<file path="config.mk">
export PLATFORM = sky130hd
export DESIGN_NAME = vga_scan_controller
export DESIGN_NICKNAME = d
export VERILOG_FILES = /design/src/rtl/vga_scan_controller.sv
export SDC_FILE = /design/constraint.sdc
export NUM_CORES = 1
export LEC_CHECK = 0
export BUFFER_PORTS_ARGS = -buffer_cell sky130_fd_sc_hd__buf_2
export CAP_MARGIN = 20
export CORE_MARGIN = 1
export CORE_UTILIZATION = 30
export DETAILED_ROUTE_END_ITERATION = 8
export GPL_TIMING_DRIVEN = 1
export PLACE_DENSITY = 0.51
export SYNTH_ARGS = -nofsm -noshare
export SYNTH_HDL_FRONTEND = slang
export SYNTH_SLANG_ARGS = --single-unit
</file>
<file path="constraint.sdc">
create_clock -name clk -period 4.4 [get_ports clk]
set_input_delay 0.88 -clock clk [delete_from_list [all_inputs] [get_ports clk]]
set_output_delay 0.88 -clock clk [all_outputs]
set_load 0.02 [all_outputs]
</file>
<file path="src/rtl/vga_scan_controller.sv">
// 640x480@60 VGA scan timing with a framebuffer time-shared between scan-out reads
// (even clk) and requester writes (odd clk). Write arbitration exists only when VGA_WRITE_ARB_EN is defined.
module vga_scan_controller #(
  parameter int H_ACTIVE      = 640,
  parameter int H_FRONT_PORCH = 16,
  parameter int H_SYNC        = 96,
  parameter int H_BACK_PORCH  = 48,
  parameter int H_TOTAL       = 800,
  parameter int V_ACTIVE      = 480,
  parameter int V_FRONT_PORCH = 10,
  parameter int V_SYNC        = 2,
  parameter int V_BACK_PORCH  = 33,
  parameter int V_TOTAL       = 525
) (
  input  logic        clk,
  input  logic        reset,
  output logic        vga_clk,
  output logic        hsync,
  output logic        vsync,
  output logic        blank,
  output logic [9:0]  red,
  output logic [9:0]  green,
  output logic [9:0]  blue,
  output logic        frame_start,
  output logic [18:0] mem_addr,
  output logic        mem_we,
  output logic [3:0]  mem_wdata,
  input  logic [3:0]  mem_rdata,
  input  logic        wr_req,
  input  logic [9:0]  wr_x,
  input  logic [9:0]  wr_y,
  input  logic [3:0]  wr_data,
  output logic        wr_ack
);

  localparam logic [9:0] H_LAST   = 10'(H_TOTAL - 1);
  localparam logic [9:0] V_LAST   = 10'(V_TOTAL - 1);
  localparam logic [9:0] H_ACT    = 10'(H_ACTIVE);
  localparam logic [9:0] V_ACT    = 10'(V_ACTIVE);
  localparam logic [9:0] HS_FIRST = 10'(H_ACTIVE + H_FRONT_PORCH);
  localparam logic [9:0] HS_LAST  = 10'(H_ACTIVE + H_FRONT_PORCH + H_SYNC - 1);
  localparam logic [9:0] VS_FIRST = 10'(V_ACTIVE + V_FRONT_PORCH);
  localparam logic [9:0] VS_LAST  = 10'(V_ACTIVE + V_FRONT_PORCH + V_SYNC - 1);
  // back porches are implied by the totals
  localparam int unused_back_porch = H_BACK_PORCH + V_BACK_PORCH;

  logic       ph_q, ph_d;
  logic [9:0] h_q, h_d, v_q, v_d;
  logic       hsync_q, hsync_d, vsync_q, vsync_d, blank_q, blank_d;
  logic [2:0] rgb_q, rgb_d;
  logic       frame_start_q, frame_start_d;
  logic       h_wrap, v_wrap, scan_active;

  // 19-bit sums wrap identically to the 20-bit sum truncated to 19 bits
  function automatic logic [18:0] pix_addr(input logic [9:0] x, input logic [9:0] y);
    return {y, 9'b0} + {2'b0, y, 7'b0} + {9'b0, x};
  endfunction

  assign h_wrap      = (h_q == H_LAST);
  assign v_wrap      = (v_q == V_LAST);
  assign scan_active = (h_q < H_ACT) && (v_q < V_ACT);

  always_comb begin
    ph_d          = ~ph_q;
    h_d           = h_q;
    v_d           = v_q;
    hsync_d       = hsync_q;
    vsync_d       = vsync_q;
    blank_d       = blank_q;
    rgb_d         = rgb_q;
    frame_start_d = 1'b0;
    if (ph_q) begin
      h_d           = h_wrap ? 10'd0 : h_q + 10'd1;
      if (h_wrap) v_d = v_wrap ? 10'd0 : v_q + 10'd1;
      frame_start_d = h_wrap && v_wrap;
      hsync_d       = !((h_q >= HS_FIRST) && (h_q <= HS_LAST));
      vsync_d       = !((v_q >= VS_FIRST) && (v_q <= VS_LAST));
      blank_d       = scan_active;
      rgb_d         = scan_active ? mem_rdata[2:0] : 3'b000;
    end
  end

  always_ff @(posedge clk) begin
    if (reset) begin
      ph_q          <= 1'b0;
      h_q           <= '0;
      v_q           <= '0;
      hsync_q       <= 1'b1;
      vsync_q       <= 1'b1;
      blank_q       <= 1'b0;
      rgb_q         <= '0;
      frame_start_q <= 1'b0;
    end else begin
      ph_q          <= ph_d;
      h_q           <= h_d;
      v_q           <= v_d;
      hsync_q       <= hsync_d;
      vsync_q       <= vsync_d;
      blank_q       <= blank_d;
      rgb_q         <= rgb_d;
      frame_start_q <= frame_start_d;
    end
  end

  assign vga_clk     = ph_q;
  assign hsync       = hsync_q;
  assign vsync       = vsync_q;
  assign blank       = blank_q;
  assign red         = {10{rgb_q[2]}};
  assign green       = {10{rgb_q[1]}};
  assign blue        = {10{rgb_q[0]}};
  assign frame_start = frame_start_q;

`ifdef VGA_WRITE_ARB_EN
  logic wr_in_range;
  logic unused_rdata;
  assign wr_in_range  = (wr_x < H_ACT) && (wr_y < V_ACT);
  assign unused_rdata = mem_rdata[3];
`else
  logic unused_inputs;
  assign unused_inputs = ^{mem_rdata[3], wr_req, wr_x, wr_y, wr_data};
`endif

  // reset gates the write slot so a write in flight at reset never lands
  always_comb begin
    mem_addr  = '0;
    mem_we    = 1'b0;
    mem_wdata = '0;
    wr_ack    = 1'b0;
    if (!ph_q) begin
      if (scan_active) mem_addr = pix_addr(h_q, v_q);
    end
`ifdef VGA_WRITE_ARB_EN
    else if (wr_req && !reset) begin
      wr_ack = 1'b1;
      if (wr_in_range) begin
        mem_addr  = pix_addr(wr_x, wr_y);
        mem_we    = 1'b1;
        mem_wdata = wr_data;
      end
    end
`endif
  end

endmodule

</file>
Word-level counts from Yosys, hierarchy flattened. Cells that the tools add are included.

Flip-flop bits (word level): 28. Memory bits (writable): 0. Output and inout bits: 60. Memory bits (read-only): 0. Word-level logic and storage cells: 34. Memories kept: 0. Latch bits: 0.

Divide/modulo/power cells: 0. Add/sub/neg operators: 4. Bitwise gates (word level): 1. Reductions and logical operators: 8. Equal/unequal tests: 2. Multipliers: 0. Shift-type cells: 0. Muxes and demuxes: 5. $lt $le $gt $ge: 6.

Operators with widths (number): $mux 19 (2); $add 10x1->10 const B (2); $eq 10x10->1 const B (2); $mux 10 (2); $add 19x10->19 (1); $add 19x17->19 (1); $ge 10x10->1 const B (1); $ge 10x9->1 const B (1); $le 10x10->1 const B (1); $le 10x9->1 const B (1); $lt 10x10->1 const B (1); $lt 10x9->1 const B (1); $logic_and 1x1->1 (4); $mux 3 (1); $logic_not 1->1 (2); $reduce_and 2->1 (1); $reduce_or 2->1 (1); $not 1->1 (1).

Logic depth before layout (Yosys ltp). Gate-level depths: netlist of run 1.

Word-level depth: 4. Depth in mapped cells: 9. Gate-level depth less buffers: 8.

Least setup slack after synthesis of run 1. No wires, ideal clock.

Path type: flip-flop to output port. Start point: reg v_q[2]. End point: out mem_addr[16]. Data arrival time: 2.708 ns. Data required time: 3.520 ns. Path buffers: 1. Cell stages (with the launch flop): 10. Slack: 0.812 ns. Path through: dfxtp_1 -> clkbuf_1 -> inv_1 -> fa_1 -> inv_1 -> fa_1 -> a211oi_1 -> o21bai_1 -> a41oi_1 -> mux2i_1.

Cells in the longest elaborated chain, start to end: 4. Elaborated cells on any way between the ends: 6. Those cells by class: add/sub (2); order compare (1); mux (2); reduce/logical (1).

RTL lines: from (decl) (line 48) `logic [9:0] h_q, h_d, v_q, v_d;`; from (signal assigned) (line 96) `v_q <= v_d;`; $add 19x17->19 / $lt 10x9->1 (equally long branches) (line 56, 61); $add 19x10->19 / $logic_and 1x1->1 (equally long branches) (line 56, 61); $mux 19 * (line 131) `if (scan_active) mem_addr = pix_addr(h_q, v_q);`; $mux 19 * (line 130) `if (!ph_q) begin`; to (decl) (line 25) `output logic [18:0] mem_addr,`.

Mark *: on every way between the ends. The rest lies on a longest branch, timed or not.

Final worst setup path of run 1.
Start point: reg h_q[9]. End point: out mem_addr[16].

Cells in the longest elaborated chain, start to end: 4. Elaborated cells on any way between the ends: 5. Those cells by class: add/sub (1); order compare (1); mux (2); reduce/logical (1).

RTL lines: from (decl) (line 48); from (signal assigned) (line 86) `h_q <= '0;`; from (signal assigned) (line 95) `h_q <= h_d;`; branches (longest 2 deep; another with $add 19x10->19); $mux 19 * (line 131); $mux 19 * (line 130).

Every way passes the cells marked *.

==> metrics.txt, run 1 <==
status finished clean; Int Power a little over 0.4 mW; CTS Buffer Depth 2; synthesized instance count 272; period utilization 90.14%; P_leak 1.211 nW; crit path DAT 3090 ps; CP required approximately 3500 ps; Die Ht 88.81 um; CTS resizes 0; Yosys reg bits 28; hpwl dp 3660 um; gp weighted congestion 0.7098; DRT Pass-1 Iters 4; hold buffer count at CTS 0; I/O pin cnt between 90 and 100; Starting DRT DRC Count 80; Initial Utilization 31.17%; Final Total Pwr 0.5501 mW; worst-path fanout max 5; final wirelength 4867 um; Crit path depth 9; largest net degree at the start of global routing 17; gr usage total 12.02%; Clock Skew 4.031 ps; Die Wd approximately 90 um; top cell type's share of synthesized area 24.79%; CP Launch Type register; Worst Max-Slew Pin Slew about 700 ps; clk slew on worst S/H paths 110 ps; combinational power share between 10% and 20%; Async S/R FF share, synth 0%; Placeable Area 7253 um2; CTS H-tree lvls 1; EDFF count, synth 0; count leader, synth buf_4; crit path cell chain inv_1, fa_1, inv_1, fa_1, a211oi_1, o21bai_1, a41oi_1, mux2i_1, buf_2; Filler cells 800; clk_lat worst skew 280 ps; hold depth 1; Worst setup EP type output pin; initial antenna violation count 0; total CTS buffers 3; Residual DRC 0; mean post-synth cell area 8.312 um2; R2R depth 4; GRT overflow 0; nets roughly 360; Ys Warns 0; CP Buf/Inv Count 3; crit path kind register to output pin; power per cell area between 200 and 250 nW/um2; Final Setup Violations 0; clock power share 38.7%; share of layout cells above drive strength 1 24.41%; CP max stage delay between 500 and 600 ps; net switching fraction of the power 26.87%; number of vias per cell 4.794; Critical-path top delay cell fa_1; leading area contributor after synthesis dfxtp_1; n_diodes 0; die area 7887 um2; max-capacitance violation count 0; Layout Cells excl Fill roughly 400; Placed Cells about 390; Vias ~1900; Post-DRT Antenna Nets 0; Syn Std Cell Area 2261 um2; TritonCTS clock tree done; Setup Buffers After CTS 0; Worst IR Drop VDD 0.0001301 V; FP Rows 31; Crit path max-delay family adder cells; Synth cell types 49; max-slew violations 0; Layout area overhead 9.795%; Clock Tree Root clkbuf_8; Synth area leaders dfxtp_1 25%, ha_1 13%, buf_4 11%, nor2_1 4.3%, xnor2_1 3.1%; Final Hold Vio Count 0; Buffers on Ports 58; vias in the first global route 1597; aggregate negative setup slack 0 ps; max_slew headroom between 50% and 60%; NetSw 0.1478 mW; fmax 0.2521 GHz; sequential share of the synthesized area roughly a quarter; global-route wire length before repair 7541 um; RSZ-0062 raised after global routing false; Reg power frac ~49%; Final min period 3966 ps; CTS sink cnt 28; commonest cells in the synthesized netlist 33 x buf_4, 28 x dfxtp_1, 26 x nor2_1, 23 x ha_1, 14 x inv_1; Wirelength per Cell 12.23 um; Top FF cell, synth dfxtp_1; Worst Hold Class register to register
layer usage:
metal | routed length (um) | share of wire [%] | track usage (%)
met2 | 2178 | 45 | 21.05
met4 | 12 | 0.25 | 1.320
met3 | 209 | 4.3 | 1.772
met5 | 0 | 0 | 0
met1 | 2467 | 51 | 16.09
registers in the layout, summed over array words and instances, names as in the netlist:
register	count
frame_start	1
blank	1
h_q	10
rgb_q	3
vsync	1
vga_clk	1
v_q	10
hsync	1
final timing paths:
kind                  startpoint             endpoint  slack, ps
min reg2reg   blank$_SDFFE_PP0P_   blank$_SDFFE_PP0P_        470
max reg2reg   vga_clk$_SDFF_PP0_  v_q[7]$_SDFFE_PP0P_       2220
max          h_q[9]$_SDFFE_PP0P_         mem_addr[16]        430
min           blank$_SDFFE_PP0P_   blank$_SDFFE_PP0P_        470
cell families (layout without fill, tap and decap cells):
kind of cell,Yosys count,count (layout),share of synthesized area [%]
DFF,28,28,24.79
other,1,6,0.1659
xor gates and xnor gates,12,12,4.649
muxes,6,6,2.656
AOI/OAI and AO/OA,46,46,12.84
buffers and inverters,56,78,15.50
adders and majority gates,25,25,14.50
and+or+nand+nor,98,98,24.90
per-stage QoR:
stage | hold WS [ps] | instance area [um2] | worst slack (ps) | util (%)
2_1_floorplan | 478.8 | 2280 | 811.7 | -
3_3_place_gp | 437.9 | 2411 | 773.3 | 33.24
6_report | 468.7 | 2482 | 434.0 | 34.22
4_1_cts | 476.1 | 2482 | 419.5 | 34.22
3_5_place_dp | 449.4 | 2411 | 758.6 | 33.24
5_1_grt | 493.8 | 2482 | 217.9 | 34.22
area by class of cell:
| class | instances | area, um2 | area share (%) |
|---|---|---|---|
| Tap cell | 99 | 123.9 | 4.990 |
| Multi-Input combinational cell | 193 | 1369 | 55.14 |
| Sequential cell | 28 | 560.5 | 22.58 |
| Timing Repair Buffer | 60 | 305.3 | 12.30 |
| Clock buffer | 3 | 41.29 | 1.663 |
| Inverter | 14 | 52.55 | 2.117 |
| Clock inverter | 1 | 30.03 | 1.210 |
power groups by stage:
stage                     Combinational [mW]  Sequential [mW]  Clock, mW
after floorplan                       0.0689            0.274          0
after global placement                0.0718            0.272          0
after detailed placement              0.0716            0.273          0
after CTS                             0.0718            0.267      0.216
after global routing                  0.0781            0.269      0.226
final                                 0.0707            0.267      0.213
layout by cell type (no fill, tap or decap), drive strengths merged, types with 7 or more instances in the layout:
| cell | netlist | routed |
|---|---|---|
| nand2 | 10 | 10 |
| o21ai | 13 | 13 |
| buf | 37 | 60 |
| nand2b | 7 | 7 |
| ha | 23 | 23 |
| nor2 | 26 | 26 |
| and2 | 8 | 8 |
| xnor2 | 8 | 8 |
| a21oi | 12 | 12 |
| nor3 | 8 | 8 |
| inv | 14 | 14 |
| nand3 | 9 | 9 |
| dfxtp | 28 | 28 |
No activity file was read; power rests on OpenSTA's default activity.
==> inputs of run 2 (changes only) <==
Settings changed: CORE_UTILIZATION 30 to 49, PLACE_DENSITY 0.51 to 0.78, RECOVER_POWER set to 25, SETUP_SLACK_MARGIN set to 0.15.
==> run 2 against run 1 <==
Total power down 2.8%; sequential cell count did not move; via count grew 1.6%; sequential share of layout area increased by 0.87 points; highest routed layer unchanged.
==> metrics.txt, run 2 (same netlist as run 1, synthesis figures left out) <==
DRT Pass-1 Iters 4 (unchanged); P_leak 1.165 nW (-3.8%); Final Total Pwr 0.5345 mW (-2.8%); grt peak-use layer met2; multi-input logic area 1354 um2 (-1.1%); R2R depth 4 (unchanged); Crit path depth 9 (unchanged); max_slew headroom 56.55% (+4.3 points); FP Rows 24 (-23%); CP max stage delay 540 ps (about the same); FF-to-FF setup slack 2060 ps (-160 ps); TritonCTS clock tree done; number of vias per cell 5.537 (+16%); power per cell area 223.7 nW/um2 (+0.94%); Clock Skew 12.27 ps (+8.237 ps); Crit Reg-Reg Startpoint vga_clk$_SDFF_PP0_; n_diodes 0 (unchanged); final wirelength 4407 um (-9.5%); Starting DRT DRC Count 105 (+31%); nets 355 (-0.28%); Worst Hold Class register to register; area taken by flip-flops and latches 560.5 um2 (unchanged); beginning of the critical path h_q[9]$_SDFFE_PP0P_; setup ws final 458.3 ps (+24.24 ps); Initial Utilization 51.57% (+20 points); worst r2r dst v_q[9]$_SDFFE_PP0P_; Clock Tree Root clkbuf_8; worst-path fanout max 5 (unchanged); Die Ht 69.93 um (-21%); Final Setup Violations 0 (unchanged); period utilization 89.58% (-0.55 points); Worst setup EP type output pin; crit path to mem_addr[16]; setup slack at placement 778.6 ps (+19.97 ps); hpwl dp 3256 um (-11%); crit path cell chain inv_1, fa_1, inv_1, fa_1, a211oi_1, o21bai_1, a41oi_1, mux2i_1, buf_2; CP Buf/Inv Count 3 (unchanged); gp weighted congestion 0.8188 (+15%); vias in the first global route 1664 (+4.2%); Worst Max-Slew Pin Slew 645.9 ps (-63.69 ps); Setup Buffers After CTS 0 (unchanged); total CTS buffers 3 (unchanged); commonest non-fill, non-tap cell in the layout buf_2; Residual DRC 0 (unchanged); largest net degree at the start of global routing 17 (unchanged); Layout area overhead 5.700%; Crit path max-delay family adder cells; GR Util met1 24.46% (+8.4 points); hold slack 470.8 ps (+2.131 ps); CTS H-tree lvls 1 (unchanged); GRT overflow 0 (unchanged); Wirelength per Cell 12.59 um (+3.0%); Regs by FF count h_q (10), v_q (10), rgb_q (3); Vias 1938 (+1.6%); CP Launch Type register; aggregate negative setup slack 0 ps (unchanged); CTS sink cnt 28 (unchanged); share of layout cells above drive strength 1 20.81% (-3.6 points); CTS resizes 0 (unchanged); Final Hold Vio Count 0 (unchanged); Critical-path top delay cell fa_1; Post-DRT Antenna Nets 0 (unchanged); met2 Use GR 30.45% (+9.4 points); max-slew violations 0 (unchanged); die area 4890 um2 (-38%); CTS Buffer Depth 2 (unchanged); CP required 3520 ps (about the same); crit path kind register to output pin; hold buffer count at CTS 0 (unchanged); Placeable Area 4384 um2 (-40%); initial antenna violation count 0 (unchanged); Buffers on Ports 58 (unchanged); Worst IR Drop VDD 0.0001360 V (+4.6%); Final min period 3942 ps (-24.24 ps); clk slew on worst S/H paths 100 ps (about the same); Placed Cells 346 (-12%); global-route wire length before repair 7369 um (-2.3%); clk_lat worst skew 280 ps (about the same); I/O pin cnt 91 (unchanged); crit path DAT 3060 ps (-30 ps); fmax 0.2537 GHz (+0.62%); max-capacitance violation count 0 (unchanged); met3 Resource Use GR 2.020% (+0.25 points); commonest non-fill, non-tap cells in the layout 49 x buf_2, 28 x dfxtp_1, 26 x nor2_1; status finished clean; Die Wd 69.93 um (-21%); Filler cells 405 (-49%); gr usage total 18.06% (+6.0 points); Layout Cells excl Fill 350 (-12%); RSZ-0062 raised after global routing false
==> run 2: worst min-delay path by stage <==
stage,slack [ps],start,cells after the start,end
final,470,blank$_SDFFE_PP0P_,1,blank$_SDFFE_PP0P_
after global routing,500,blank$_SDFFE_PP0P_,1,blank$_SDFFE_PP0P_
after CTS,480,blank$_SDFFE_PP0P_,1,blank$_SDFFE_PP0P_
after detailed placement,450,blank$_SDFFE_PP0P_,1,blank$_SDFFE_PP0P_
after global placement,450,blank$_SDFFE_PP0P_,1,blank$_SDFFE_PP0P_
after floorplan,480,h_q[9]$_SDFFE_PP0P_,2,frame_start$_SDFF_PP0_
==> run 2: stage by stage <==
stage	area, um2	util (%)
final	2390	54.51
after detailed placement	2345	53.48
after global routing	2390	54.51
after floorplan	2280	-
after CTS	2416	55.11
after global placement	2345	53.48
==> run 2: area by class of cell <==
class                           count  share of cell area [%]
Timing Repair Buffer               59                   11.99
Clock inverter                      1                   1.257
Clock buffer                        3                   1.728
Tap cell                           52                   2.723
Sequential cell                    28                   23.46
Multi-Input combinational cell    193                   56.65
Inverter                           14                   2.199
==> run 2: where the power goes <==
part           internal [mW]  switching (mW)
logic                 0.0211          0.0485
registers              0.258         0.00795
clock network          0.122          0.0771
total                  0.401           0.134
==> run 2: layer usage <==
metal	share of wire, %	routed length [um]	up-vias
li1	-	-	968
met1	47	2072	890
met2	46	2018	73
met3	5.9	260	7
met4	1.2	55	0
met5	0	0	-
==> run 2: worst register-to-register path: cells and delay by family (launching register included) <==
family           cells  cell delay (ps)
AO/OA/AOI/OAI        1              150
flip-flops           1              610
AND/OR/NAND/NOR      3             1510
==> inputs of run 3 (changes only) <==
--- a/config.mk
+++ b/config.mk
@@ -12,3 +12,3 @@
 export DETAILED_ROUTE_END_ITERATION = 8
-export GPL_TIMING_DRIVEN = 1
+export HOLD_SLACK_MARGIN = 0.02
 export PLACE_DENSITY = 0.78
--- a/constraint.sdc
+++ b/constraint.sdc
@@ -3,2 +3,2 @@
 set_output_delay 0.88 -clock clk [all_outputs]
-set_load 0.02 [all_outputs]
+set_load 0.05 [all_outputs]
==> run 3 against run 2 <==
Worst setup slack lost 51 ps; critical path type unchanged; sequential share of layout area shrank 0.073 points; count of clock-buffer cells in the layout stayed put; sequential power hardly changed; register-to-register slack lost 40 ps; sequential cell count unchanged; final cell count unchanged; via count decreased by 1.3%.
==> metrics.txt, run 3 (same netlist as run 1, synthesis figures left out) <==
status finished clean; number of vias per cell 5.466 (-1.3%); aggregate negative setup slack 0 ps (unchanged); Reg power frac 45.4% (-4.4 points); I/O pin cnt 91 (unchanged); initial antenna violation count 0 (unchanged); max_slew headroom 56.60% (about the same); commonest non-fill, non-tap cell in the layout buf_2; global-route wire length before repair 7107 um (-3.6%); DRT Pass-1 Iters 4 (unchanged); FF-to-FF setup slack 2020 ps (-40 ps); Final Hold Vio Count 0 (unchanged); die area 4890 um2 (unchanged); Wirelength per Cell 12.52 um (-0.57%); Crit Reg-Reg Startpoint vga_clk$_SDFF_PP0_; crit path DAT 3110 ps (+50 ps); max-capacitance violation count 0 (unchanged); hold endpoint blank$_SDFFE_PP0P_; Final min period 3993 ps (+51.13 ps); max-slew violations 0 (unchanged); combinational power share 20.3% (+7.3 points); P_leak 1.165 nW (about the same); hpwl dp 3183 um (-2.2%); Placeable Area 4384 um2 (unchanged); Clock Tree Root clkbuf_8; TritonCTS clock tree done; RSZ-0062 raised after global routing false; crit path kind register to output pin; clock power share 34.3% (-2.9 points); FP Rows 24 (unchanged); Initial Utilization 51.57% (unchanged); Layout area overhead 6.032%; Buffers on Ports 58 (unchanged); Post-DRT Antenna Nets 0 (unchanged); Worst Hold Class register to register; net switching fraction of the power 31.67% (+6.7 points); Vias 1913 (-1.3%); setup slack at placement 657.5 ps (-121.1 ps); clk slew on worst S/H paths 100 ps (about the same); fmax 0.2504 GHz (-1.3%); CTS H-tree lvls 1 (unchanged); commonest non-fill, non-tap cells in the layout 49 x buf_2, 28 x dfxtp_1, 26 x nor2_1; gp weighted congestion 0.8169 (-0.23%); setup ws final 407.2 ps (-51.13 ps); worst r2r dst v_q[7]$_SDFFE_PP0P_; Regs by FF count h_q (10), v_q (10), rgb_q (3); Post-Layout Inst Area 2397 um2 (+0.31%); Clock Skew 5.895 ps (-6.373 ps); R2R depth 4 (unchanged); hold depth 1 (unchanged); worst-path fanout max 8 (+3); final wirelength 4382 um (-0.57%); GRT overflow 0 (unchanged); Final Setup Violations 0 (unchanged); Worst IR Drop VDD 0.0001098 V (-19%); Starting DRT DRC Count 77 (-27%); nets 355 (unchanged); crit path cell chain inv_1, fa_1, inv_1, fa_1, a211oi_1, o21bai_1, a41oi_2, mux2i_1, buf_2; CP max stage delay 510 ps (-30 ps); Die Ht 69.93 um (unchanged); Final Total Pwr 0.5869 mW (+9.8%); power per cell area 244.8 nW/um2 (+9.5%); Worst Max-Slew Pin Slew 645.1 ps (-0.7973 ps); CP required 3520 ps (about the same); Worst setup EP type output pin; Die Wd 69.93 um (unchanged); fin util 54.68% (+0.17 points); clk_lat worst skew 270 ps (about the same); hold_sp blank$_SDFFE_PP0P_; CTS sink cnt 28 (unchanged); period utilization 90.75% (+1.2 points); largest net degree at the start of global routing 17 (unchanged); NetSw 0.1859 mW (+39%); n_diodes 0 (unchanged); CTS Buffer Depth 2 (unchanged); area post-placement 2345 um2 (unchanged); Int Power 0.4011 mW (about the same); total CTS buffers 3 (unchanged); CP Launch Type register; Residual DRC 0 (unchanged); gr usage total 17.38% (-0.68 points); Critical-path top delay cell dfxtp_1; vias in the first global route 1635 (-1.7%); share of layout cells above drive strength 1 21.14% (+0.34 points)
## run 3: per-layer routing
metal | share of wire [%] | GRT usage (%)
met4 | 1.3 | 5.556
met1 | 48 | 23.58
met5 | 0 | 0
met3 | 4.5 | 1.732
met2 | 46 | 28.95
## run 3: worst max-delay path by stage
stage	startpoint	to	slack, ps	cells after the start
floorplan	v_q[2]$_SDFFE_PP0P_	mem_addr[16]	370	9
global placement	v_q[2]$_SDFFE_PP0P_	mem_addr[16]	700	9
detailed placement	v_q[2]$_SDFFE_PP0P_	mem_addr[16]	660	9
CTS	v_q[2]$_SDFFE_PP0P_	mem_addr[16]	330	9
global route	v_q[2]$_SDFFE_PP0P_	mem_addr[16]	200	9
finish	v_q[2]$_SDFFE_PP0P_	mem_addr[16]	410	9
## run 3: power by group through the flow
stage          combinational [mW]  clock, mW  sequential [mW]
2_1_floorplan               0.112          0            0.281
3_3_place_gp                0.120          0            0.272
3_5_place_dp                0.121          0            0.272
4_1_cts                     0.121      0.208            0.267
5_1_grt                     0.124      0.212            0.268
6_report                    0.119      0.201            0.266
## run 3: layout make-up
type,instances,area (um2)
flip-flops and latches,28,560.5
clock inverters,1,30.03
repair buffers,59,286.5
inverters,14,52.55
fillers,422,1987
clock buffers,3,41.29
multi-input cells,193,1361
well taps,52,65.06
## run 3: through the flow
stage | instances | hold WS, ps
4_1_cts | 350 | 472.9
3_3_place_gp | 346 | 446.8
5_1_grt | 350 | 505.0
6_report | 350 | 470.6
2_1_floorplan | 277 | 478.8
3_5_place_dp | 346 | 448.3
## run 3: critical path: cells and delay by family (launching register included)
family	cells	cell delay [ps]
muxes	1	200
AOI/OAI and AO/OA	3	710
DFF	1	510
adders and majority gates	2	970
buffers and inverters	3	450
## run 3: timing repair
action                     4_1_cts  5_1_grt
resized for setup                0        1
setup buffers                    0        0
setup endpoints to repair        0        1
hold buffers                     0        0
